[src/rtl/fetch_unit_pkg.sv]
// Shared definitions for the instruction-fetch front end: widths, reset PC,
// the decode bubble encoding and the {pc, inst} queue entry layout.
package fetch_unit_pkg;

   localparam logic [31:0] RESET_PC_DEFAULT = 32'h0000_0000;
   localparam int          INST_W           = 32;
   localparam logic [INST_W-1:0] NOP_INST   = 32'h0000_0013;

   typedef struct packed {
      logic [31:0]       pc;
      logic [INST_W-1:0] inst;
   } fetch_entry_t;

   function automatic logic [31:0] word_align(input logic [31:0] addr);
      return addr & ~32'h0000_0003;
   endfunction

endpackage

[src/rtl/fetch_queue.sv]
// Small synchronous FIFO of {pc, inst} entries between memory responses and decode.
// Flush empties it in one cycle and overrides any enqueue/dequeue in that cycle.
module fetch_queue
   import fetch_unit_pkg::*;
#(
   parameter int DEPTH = 2
) (
   input  logic                    clk,
   input  logic                    reset,
   input  logic                    enq,
   input  logic                    deq,
   input  logic                    flush,
   input  fetch_entry_t            wr_data,
   output fetch_entry_t            rd_data,
   output logic                    full,
   output logic                    empty,
   output logic [$clog2(DEPTH):0]  count
);

   localparam int AW = $clog2(DEPTH);
   localparam logic [AW:0] DEPTH_W = (AW+1)'(DEPTH);

   fetch_entry_t  mem_reg [DEPTH];
   logic [AW-1:0] wr_ptr_reg;
   logic [AW-1:0] rd_ptr_reg;
   logic [AW:0]   count_reg;

   always_ff @(posedge clk) begin
      if (reset || flush) begin
         wr_ptr_reg <= '0;
         rd_ptr_reg <= '0;
         count_reg  <= '0;
      end else begin
         if (enq) wr_ptr_reg <= wr_ptr_reg + AW'(1);
         if (deq) rd_ptr_reg <= rd_ptr_reg + AW'(1);
         case ({enq, deq})
            2'b10:   count_reg <= count_reg + (AW+1)'(1);
            2'b01:   count_reg <= count_reg - (AW+1)'(1);
            default: count_reg <= count_reg;
         endcase
      end
   end

   // Storage is cleared on reset so the presented pc/inst read as zero afterwards.
   always_ff @(posedge clk) begin
      if (reset) begin
         for (int i = 0; i < DEPTH; i++) mem_reg[i] <= '0;
      end else if (enq && !flush) begin
         mem_reg[wr_ptr_reg] <= wr_data;
      end
   end

   assign rd_data = mem_reg[rd_ptr_reg];
   assign full    = (count_reg == DEPTH_W);
   assign empty   = (count_reg == '0);
   assign count   = count_reg;

endmodule

[src/rtl/fetch_unit.sv]
// Instruction-fetch front end: issues credit-limited in-order memory requests,
// queues responses for decode and squashes in-flight work on a redirect.
module fetch_unit
   import fetch_unit_pkg::*;
#(
   parameter logic [31:0] RESET_PC = RESET_PC_DEFAULT,
   parameter int          QDEPTH   = 2
) (
   input  logic        clk,
   input  logic        reset,
   input  logic        stall,
   input  logic        jump_flag,
   input  logic [31:0] jump_target,
   output logic        imem_req_valid,
   input  logic        imem_req_ready,
   output logic [31:0] imem_req_addr,
   input  logic        imem_resp_valid,
   input  logic [31:0] imem_resp_data,
   output logic        if_valid,
   output logic [31:0] if_pc,
   output logic [31:0] if_inst
);

   localparam int CW = $clog2(QDEPTH) + 1;
   localparam logic [CW:0] QDEPTH_W = (CW+1)'(QDEPTH);

   logic [31:0]   fetch_pc_reg;
   logic [31:0]   resp_pc_reg;
   logic [CW-1:0] outstanding_reg;
   logic [CW-1:0] drop_reg;

   logic          q_full;
   logic          q_empty;
   logic [CW-1:0] q_count;
   fetch_entry_t  head;
   fetch_entry_t  enq_entry;
   logic          deq;
   logic          enq;
   logic          req_fire;
   logic          resp_ok;
   logic [CW:0]   credit;

   // Credits cover both in-flight requests and queued entries, so every
   // response always has a queue slot waiting for it.
   always_comb begin
      if_valid       = !reset && !q_empty && !jump_flag;
      deq            = if_valid && !stall;
      credit         = {1'b0, outstanding_reg} + {1'b0, q_count};
      imem_req_valid = !reset && !jump_flag && ((credit < QDEPTH_W) || deq);
      req_fire       = imem_req_valid && imem_req_ready;
      resp_ok        = imem_resp_valid && (outstanding_reg != '0);
      enq            = resp_ok && (drop_reg == '0) && !jump_flag;
   end

   assign enq_entry     = '{pc: resp_pc_reg, inst: imem_resp_data};
   assign imem_req_addr = fetch_pc_reg;
   assign if_pc         = head.pc;
   assign if_inst       = head.inst;

   always_ff @(posedge clk) begin
      if (reset) begin
         fetch_pc_reg    <= RESET_PC;
         resp_pc_reg     <= RESET_PC;
         outstanding_reg <= '0;
         drop_reg        <= '0;
      end else if (jump_flag) begin
         // Everything still in flight belongs to the old path and must be discarded.
         fetch_pc_reg    <= word_align(jump_target);
         resp_pc_reg     <= word_align(jump_target);
         outstanding_reg <= outstanding_reg - CW'(resp_ok);
         drop_reg        <= outstanding_reg - CW'(resp_ok);
      end else begin
         if (req_fire) fetch_pc_reg <= fetch_pc_reg + 32'd4;
         outstanding_reg <= outstanding_reg + CW'(req_fire) - CW'(resp_ok);
         if (resp_ok) begin
            if (drop_reg != '0) drop_reg <= drop_reg - CW'(1);
            else                resp_pc_reg <= resp_pc_reg + 32'd4;
         end
      end
   end

   fetch_queue #(
      .DEPTH (QDEPTH)
   ) u_queue (
      .clk     (clk),
      .reset   (reset),
      .enq     (enq),
      .deq     (deq),
      .flush   (jump_flag),
      .wr_data (enq_entry),
      .rd_data (head),
      .full    (q_full),
      .empty   (q_empty),
      .count   (q_count)
   );

   resp_protocol: assert property (@(posedge clk) disable iff (reset)
      imem_resp_valid |-> (outstanding_reg != '0));

   no_overflow: assert property (@(posedge clk) disable iff (reset)
      enq |-> (!q_full || deq));

endmodule

[config.mk]
export PLATFORM = sky130hd
export DESIGN_NAME = fetch_unit
export DESIGN_NICKNAME = d
export VERILOG_FILES = /design/src/rtl/fetch_unit_pkg.sv /design/src/rtl/fetch_queue.sv /design/src/rtl/fetch_unit.sv
export SDC_FILE = /design/constraint.sdc
export NUM_CORES = 1
export LEC_CHECK = 0
export ABC_CLOCK_PERIOD_IN_PS = 6800
export BUFFER_PORTS_ARGS = -buffer_cell sky130_fd_sc_hd__buf_2
export CORE_MARGIN = 1
export CORE_UTILIZATION = 30
export DETAILED_ROUTE_END_ITERATION = 8
export GPL_TIMING_DRIVEN = 0
export HOLD_SLACK_MARGIN = 0.1
export PLACE_DENSITY = 0.54
export SLEW_MARGIN = 20
export SYNTH_ARGS = -nofsm -noshare
export SYNTH_HDL_FRONTEND = slang
export SYNTH_SLANG_ARGS = --single-unit
[constraint.sdc]
create_clock -name clk -period 6.8 [get_ports clk]
set_input_delay 0 -clock clk [delete_from_list [all_inputs] [get_ports clk]]
set_output_delay 0 -clock clk [all_outputs]
set_load 0.02 [all_outputs]
# [Word-level counts from Yosys, hierarchy flattened]
# Memory sizes are Yosys's and may differ from the RTL's. A register that Yosys moved wholly into a read port is not among the register bits.
# Index checks and enable logic that the tools add are counted.
[totals] register_bits=72 latch_bits=0 ram_bits=128 mem_bits_ro=0 input_bits=70 out_inout_bits=98 elab_cells=75 memories=1
[op_classes] addsub=11 mul=0 div=0 order_cmp=1 eq_ne=3 shift=0 n_mux=20 n_bitwise=1 reduce_logical=29
[memory_table] name="u_queue.mem_reg" words=2 width=64 read_ports=1 rd_ports_with_merged_regs=1 wr=2 line="fetch_queue.sv:23" source="fetch_entry_t mem_reg [DEPTH];"
[ops] op="32-bit two-way mux" count=5
[ops] op="32-bit by 3-bit adder with 32-bit output, second input constant" count=2
[ops] op="64-bit two-way mux" count=1
[ops] op="64-bit OR reduction" count=1
[ops] op="2-bit nonzero test" count=6
[ops] op="1-bit logical AND" count=10
[ops] op="1-bit two-way mux" count=9
[ops] op="2-bit two-way mux" count=4
[ops] op="2-bit AND reduction" count=3
[ops] op="1-bit zero test" count=4
[ops] op="2-bit zero test" count=2
[ops] op="2-bit case mux with 2 select lines" count=1
[ops] op="2-bit by 1-bit subtractor with 2-bit output" count=2
[ops] op="2-bit by 1-bit subtractor with 2-bit output, second input constant" count=2
[ops] op="2-bit by 2-bit adder with 3-bit output" count=1
[ops] op="3-bit by 2-bit less-than comparator with 1-bit output, second input constant" count=1
[ops] op="1-bit adder, second input constant" count=2
[ops] op="2-bit by 1-bit adder with 2-bit output" count=1
[ops] op="2-bit by 1-bit adder with 2-bit output, second input constant" count=1
[ops] op="2-bit by 1-bit == test with 1-bit output, second input constant" count=1
[ops] op="2-bit == test, second input constant" count=1
[ops] op="1-bit logical OR" count=2
[ops] op="2-bit != test, second input constant" count=1
[ops] op="2-bit OR reduction" count=1
[ops] op="1-bit inverter" count=1

# [Logic depth before layout (Yosys ltp)]
# Gate-level depths: netlist of run 1.
[logic_depth] ltp_word=11 ltp_mapped=12

# [By module]
# Synthesis of run 1 repeated with hierarchy kept, for this count alone.
[unflattened] cells_unflattened=851 area_unflattened_um2=9492.9
[by_module_without_submodules] module="fetch_queue" n_inst=1 cells_each=381 area_each_um2=5794.3
[by_module_without_submodules] module="fetch_unit" n_inst=1 cells_each=470 area_each_um2=3698.5

# [Worst setup path before layout of run 1]
# Ideal clock, no wire load.
[synth_path] kind="flip-flop to flip-flop" from="register outstanding_reg[1]" to="register outstanding_reg[1]" arrival_ns=2.643 required_time_ns=6.672 setup_slack_ns=4.029 path_stages_with_launch=13 n_path_buf=0 path_cell_list="dfxtp_1 inv_1 fa_1 nand2_1 a21boi_1 nand2_1 ha_1 inv_1 ha_1 xnor2_1 o21ai_0 xnor2_1 nor2_1"
[synth_between] elab_chain_cells=8 elab_cells_between_ends=11 cone_classes="add/sub (4); order compare (1); mux (1); reduce/logical (5)"
[synth_lines] element="start, declared" line="fetch_unit.sv:29" source="logic [CW-1:0] outstanding_reg;"
[synth_lines] element="start signal, assigned" line="fetch_unit.sv:70" source="outstanding_reg <= outstanding_reg - CW'(resp_ok);"
[synth_lines] element="start signal, assigned" line="fetch_unit.sv:74" source="outstanding_reg <= outstanding_reg + CW'(req_fire) - CW'(resp_ok);"
[synth_lines] element="2-bit by 2-bit adder with 3-bit output" line="fetch_unit.sv:48" source="credit = {1'b0, outstanding_reg} + {1'b0, q_count};"
[synth_lines] element="3-bit by 2-bit less-than comparator with 1-bit output" line="fetch_unit.sv:49" source="imem_req_valid = !reset && !jump_flag && ((credit < QDEPTH_W) || deq);"
[synth_lines] element="1-bit logical OR" line="fetch_unit.sv:49"
[synth_lines] element="1-bit logical AND" line="fetch_unit.sv:49"
[synth_lines] element="1-bit logical AND" line="fetch_unit.sv:50" source="req_fire = imem_req_valid && imem_req_ready;"
[synth_lines] element="2-bit by 1-bit adder with 2-bit output" line="fetch_unit.sv:74"
[synth_lines] element="2-bit by 1-bit subtractor with 2-bit output" line="fetch_unit.sv:74"
[synth_lines] element="2-bit two-way mux *" line="fetch_unit.sv:66" source="end else if (jump_flag) begin"
# Every way passes the cells marked *; elsewhere a longest branch is shown, timed or not.
# A chain may end at the register's enable or synchronous reset.

# [Final worst setup path of run 1]
# Same ends and word-level chain as after synthesis.

==> flow_summary.ini, run 1 <==
[routing]
vias = 6653
drt_iter0_drc = 441
vias_per_cell = 4.61
post_drt_wl_per_cell_um = 16.7
totalWireLength_um = 24000
drtPass1Iterations = 5
drc = 0
ant_nets = 0

[timing]
max_freq_mhz = 312
slew-limit-headroom = 0.263
layout_setup_ws_ns = 3.59
unrepaired_setup_endpoints_after_global_routing = no
final_max_slew_viol_count = 0
final_period_minus_worst_setup_slack_ns = 3.21
final_min_period_over_clock_period = 0.472
count_of_final_setup_violators = 0
final_hold_viol_count = 0
max_slew.worst_pin.slew_ns = 1.08
totalNegativeSetupSlack_ns = 0
final.setup_skew_ns = 0.0177

[outcome]
outcome = completed

[place]
globalplace.congestion = 0.840
dpl.hpwl_um = 16800
place_worst_setup_slack_ns = 3.60
io_buffer_count = 159
placedInstanceArea_um2 = 10500
place.detailed.instances = 1347

[setup_path]
critical_path_arrival_ns = 3.51
ff2ff_path_depth = 12
r2r_path_end = outstanding_reg[1]
critPathKind = flip-flop to flip-flop
worstPathMaxFanout = 6
worstSetupStartpointType = flip-flop
req_time_crit_path_ns = 7.11
worst-r2r-setup-slack_ns = 3.59
worstReg2RegStart = outstanding_reg[1]
crit_path_end_kind = flip-flop

[cells_and_area]
sequential_cell_area_um2 = 5100
nets = 1119
finish.cell_count_without_fillers = 1444
area_occupied_by_multi_input_gates_um2 = 3730
fill_cells = 2953
largest_register_ff_count = 124
antenna_cells = 0
mostFrequentLayoutCell = buf_2
most-common-layout-cells = buf_2, and2_1, edfxtp_1, dfxtp_1, dlygate4sd3_1
drive_above_1_share = 0.266
final_design_area_no_fill_um2 = 11800
area_growth_syn_to_layout_pct = 29.0

[synthesis]
ys.warnings.count = 0
synth_cell_type_count = 56
top_reg_cell_synth = edfxtp_1
post_synthesis_sequential_area_ratio = 0.559
post_synth_inst_count = 793
synth_edf_count = 124
yosys_register_bits = 193
avgSynthCellArea_um2 = 11.5
synthesis.area_um2 = 9140
postSynth.asyncResetShare = 0

[grt]
track_usage = 0.158
first_global_vias = 6437
grt_pass1_wl_um = 36900
globalRouteOverflowTotal = 0
antenna_found_initial = 0
grt_max_degree = 48

[cts]
cts_buffers = 17
clk_pin_slew_ns = 0.08
buffers_from_clock_root_to_sink_at_most = 2
clkSinkCount = 193
cts-root-buf = clkbuf_16
cts_tree = done
h-tree-depth = 4
insertion_delay_ns = 0.44
post_cts_setup_buffers = 0
ctsResizeCount = 0
cts-hold-fix-buffers = 65

[worst_hold_path]
holdCritStartpoint = jump_flag
hold_path_depth = 4
timing.hold.worst_endpoint = outstanding_reg[1]
class_of_the_most_critical_hold_timing_path = input pin to flip-flop

[job]
maxCapViolCount = 0

[floorplan]
rows = 63
floorplan.die_area_um2 = 31200
die_boundary_width_um = 177
die-height_um = 177
fp.coreArea_um2 = 29800
start_util = 0.307
boundaryPins = 168

[power]
cellPowerDensity_nw_per_um2 = 248
worst_ir_drop_vdd_v = 0.000151
leakagePower_nw = 4.61
==> report_power, final <==
group | leakage [nW] | switching [mW] | total, mW | internal (mW)
Combinational | 2.45 | 0.248 | 0.426 | 0.178
Clock | 0.308 | 0.472 | 1.11 | 0.633
Sequential | 1.85 | 0.0556 | 1.39 | 1.33
==> kinds of logic (layout without fill, tap and decap cells) <==
group	Yosys count	in the layout	synth area share
XOR/XNOR	53	53	0.0508
multiplexers	62	62	0.0764
other	1	4	0.000411
flip-flops	193	193	0.559
adder cells (fa/ha/maj)	8	8	0.0118
AND/OR/NAND/NOR	295	295	0.186
AO/OA/AOI/OAI	109	109	0.0815
buffers and inverters	72	330	0.0347
==> how the worst max path moves through the flow <==
stage	cells past startpoint	slack, ns	endpoint	from
detailed placement	12	3.60	outstanding_reg[1]	outstanding_reg[1]
CTS	12	3.58	outstanding_reg[1]	outstanding_reg[1]
global placement	5	3.12	u_queue.mem_reg[1][8]	outstanding_reg[1]
global route	12	3.31	outstanding_reg[1]	outstanding_reg[1]
floorplan	12	4.03	outstanding_reg[1]	outstanding_reg[1]
finish	12	3.59	outstanding_reg[1]	outstanding_reg[1]
==> cell type report <==
| type | count | share of cell area |
|---|---|---|
| Sequential cell | 193 | 0.433 |
| Clock buffer | 18 | 0.0373 |
| Clock inverter | 14 | 0.0167 |
| Timing Repair Buffer | 226 | 0.127 |
| Buffer | 49 | 0.0195 |
| Tap cell | 390 | 0.0414 |
| Multi-Input combinational cell | 531 | 0.317 |
| Inverter | 23 | 0.00733 |
==> critical path, cell delays in order, from the launching register on <==
cell	delay [ns]
dfxtp_1	0.49
inv_1	0.11
fa_1	0.55
nand2_1	0.13
a21boi_1	0.46
nand2_1	0.27
ha_1	0.36
inv_1	0.04
ha_1	0.18
xnor2_1	0.12
o21ai_0	0.19
xnor2_1	0.14
nor2_1	0.05
==> cell usage after synthesis, types with 11 or more instances <==
cell type    n  share of area
and2_1     127          0.087
edfxtp_1   124           0.41
dfxtp_1     69           0.15
mux2_2      62          0.076
clkbuf_1    37          0.015
nand2_1     34          0.014
a21oi_1     31          0.017
nor2_1      30          0.012
nand3_1     29          0.016
xor2_1      29          0.028
xnor2_1     24          0.023
inv_1       23         0.0095
nand4_1     20          0.014
a21boi_0    19          0.016
a211oi_1    12         0.0099
nor3_1      12         0.0066
and3_1      11         0.0075
==> per-layer routing <==
layer	GRT usage	up-vias	share of wire	routed length, um
met5	0	-	0	0
met4	0.0392	0	0.010	251
met3	0.0252	17	0.046	1110
met2	0.253	195	0.46	11000
met1	0.221	3131	0.49	11700
li1	-	3310	-	-
==> metrics by stage <==
stage / power (mW) / hold slack (ns) / utilization
2_1_floorplan: 1.66 / 0.162 / -
3_5_place_dp: 1.82 / 0.292 / 0.352
4_1_cts: 2.95 / 0.118 / 0.395
6_report: 2.92 / 0.147 / 0.395
3_3_place_gp: 1.81 / 0.288 / 0.350
5_1_grt: 3.05 / 0.172 / 0.395
No activity file was read; power rests on OpenSTA's default activity.
==> run 2: changes to the inputs <==
- ABC_CLOCK_PERIOD_IN_PS: 6800 -> 2700
- PLACE_DENSITY: 0.54 -> 0.56
- clock period: 6.8 -> 2.7 ns (I/O delays scaled with it)
==> run 2 against run 1 <==
Sequential power increased to 2.5 times the previous value. Critical path type unchanged. Core utilization decreased by 0.088 points. Clock skew decreased by 0.0054 ns. First-iteration DRC count decreased by 16%. Final area decreased by 0.22%. Maximum frequency increased by 23%. Global-route usage increased by 0.057 points. Largest cell class unchanged. Via count increased by 1.3%.
==> flow_summary.ini, run 2 (synthesis gave the netlist of run 1 again) <==
[outcome]
outcome = completed

[cts]
clk_pin_slew_ns = 0.07
cts-root-buf = clkbuf_16
insertion_delay_ns = 0.43
buffers_from_clock_root_to_sink_at_most = 2
clkSinkCount = 193
cts_buffers = 17
cts_tree = done
h-tree-depth = 4

[setup_path]
crit_chain = inv_1 > fa_1 > nand2_4 > a2111oi_4 > buf_2 > nand3_1 > or2_2 > a31oi_1
crit_path_max_incr_delay_ns = 0.59
critPathKind = flip-flop to flip-flop
req_time_crit_path_ns = 3.05
worstPathMaxFanout = 10
path_buf_inv = 2
critical_path_arrival_ns = 2.95
critical_path.top_delay_family = compound AO/OA/AOI/OAI gates
crit_path_end_kind = flip-flop
cpMaxStageDelayCell = fa_1
worstSetupStartpointType = flip-flop

[cells_and_area]
nets = 1119
antenna_cells = 0
drive_above_1_share = 0.275
most-common-layout-cells = buf_2, and2_1, edfxtp_1, dfxtp_1, dlygate4sd3_1
largest_register_ff_count = 124
final_design_area_no_fill_um2 = 11800
mostFrequentLayoutCell = buf_2
area_growth_syn_to_layout_pct = 28.7
fill_cells = 2952

[routing]
vias_per_cell = 4.67
drtPass1Iterations = 5
post_drt_wl_per_cell_um = 16.9
ant_nets = 0
drt_iter0_drc = 372
drc = 0
totalWireLength_um = 24400
vias = 6741

[power]
leakagePower_nw = 4.58
worst_ir_drop_vdd_v = 0.000385
cellPowerDensity_nw_per_um2 = 599

[grt]
antenna_found_initial = 0
grt_max_degree = 48
globalRouteOverflowTotal = 0
grt_pass1_wl_um = 37300
track_usage = 0.159
first_global_vias = 6666

[timing]
final.setup_skew_ns = 0.0123
max_freq_mhz = 385
count_of_final_setup_violators = 0
max_slew.worst_pin.slew_ns = 0.805
totalNegativeSetupSlack_ns = 0
unrepaired_setup_endpoints_after_global_routing = no
slew-limit-headroom = 0.461
fin_hold_ws_ns = 0.121
final_hold_viol_count = 0
final_period_minus_worst_setup_slack_ns = 2.60
final_max_slew_viol_count = 0
final_min_period_over_clock_period = 0.962

[floorplan]
rows = 63
floorplan.die_area_um2 = 31200
die_boundary_width_um = 177
die-height_um = 177
boundaryPins = 168
start_util = 0.307
fp.coreArea_um2 = 29800

[place]
globalplace.congestion = 0.830
dpl.hpwl_um = 17200
io_buffer_count = 159
placedInstanceArea_um2 = 10500

[job]
maxCapViolCount = 0

[worst_hold_path]
class_of_the_most_critical_hold_timing_path = input pin to flip-flop
==> run 2: cell types whose count changed in the layout (fill, tap and decap cells not counted), moves of 2 or more <==
cell        before  now
nand2_1         34   32
clkinv_4         0    2
nand2_4          0    2
inv_8            1    3
dfxtp_2          0    2
bufinv_16        4    0
dfxtp_1         69   66
clkinvlp_4       1    3
==> run 2: metal layers <==
layer / up-vias / share of wire / GRT usage
li1: 3313 / - / -
met1: 3213 / 0.47 / 0.211
met2: 194 / 0.47 / 0.260
met3: 21 / 0.042 / 0.0284
met4: 0 / 0.017 / 0.0489
met5: - / 0 / 0
==> run 2: final timing paths <==
check | slack [ns] | start | end | depth (start not counted)
min reg2reg | 0.49 | imem_req_addr[31] | imem_req_addr[31] | 1
max reg2reg | 0.10 | outstanding_reg[1] | imem_req_addr[26] | 8
max | 0.10 | outstanding_reg[1] | imem_req_addr[26] | 8
min | 0.12 | jump_flag | outstanding_reg[1] | 4
==> run 2: metrics by stage <==
stage               setup slack (ns)   util  instances  power, mW
global placement              -0.949  0.350       1345       4.56
detailed placement            -0.400  0.352       1347       4.58
finish                         0.104  0.395       1443       7.04
global route                  0.0153  0.395       1443       7.34
CTS                          -0.0312  0.393       1443       7.10
floorplan                     0.0399      -        796       4.18
==> run 2: repair_timing <==
item / 4_1_cts / 5_1_grt
endpoints found under the setup margin: 56 / 9
setup buffers: 1 / 0
pin swaps: 1 / 0
hold buffers: 65 / 0
gates resized for setup: 6 / 8
hold endpoints to repair: 126 / 0
==> run 2: worst reg2reg max path, cell delays in order, from the launching register on <==
cell       delay (ns)
dfxtp_4          0.40
inv_1            0.08
fa_1             0.59
nand2_4          0.11
a2111oi_4        0.44
buf_2            0.30
nand3_1          0.13
or2_2            0.30
a31oi_1          0.18
==> run 2: cell type report <==
cell class	count	area (um2)	share of cell area
tap	390	488	0.0415
inverter	23	86.3	0.00734
buffer	48	226	0.0193
clock inverter	14	123	0.0104
multi-input combinational	531	3790	0.323
timing repair buffer	227	1500	0.128
clock buffer	17	425	0.0362
sequential	193	5110	0.435
==> run 2: where the power goes <==
group          switching [mW]  internal, mW
logic                   0.654         0.462
registers               0.145          3.36
clock network            1.21          1.21
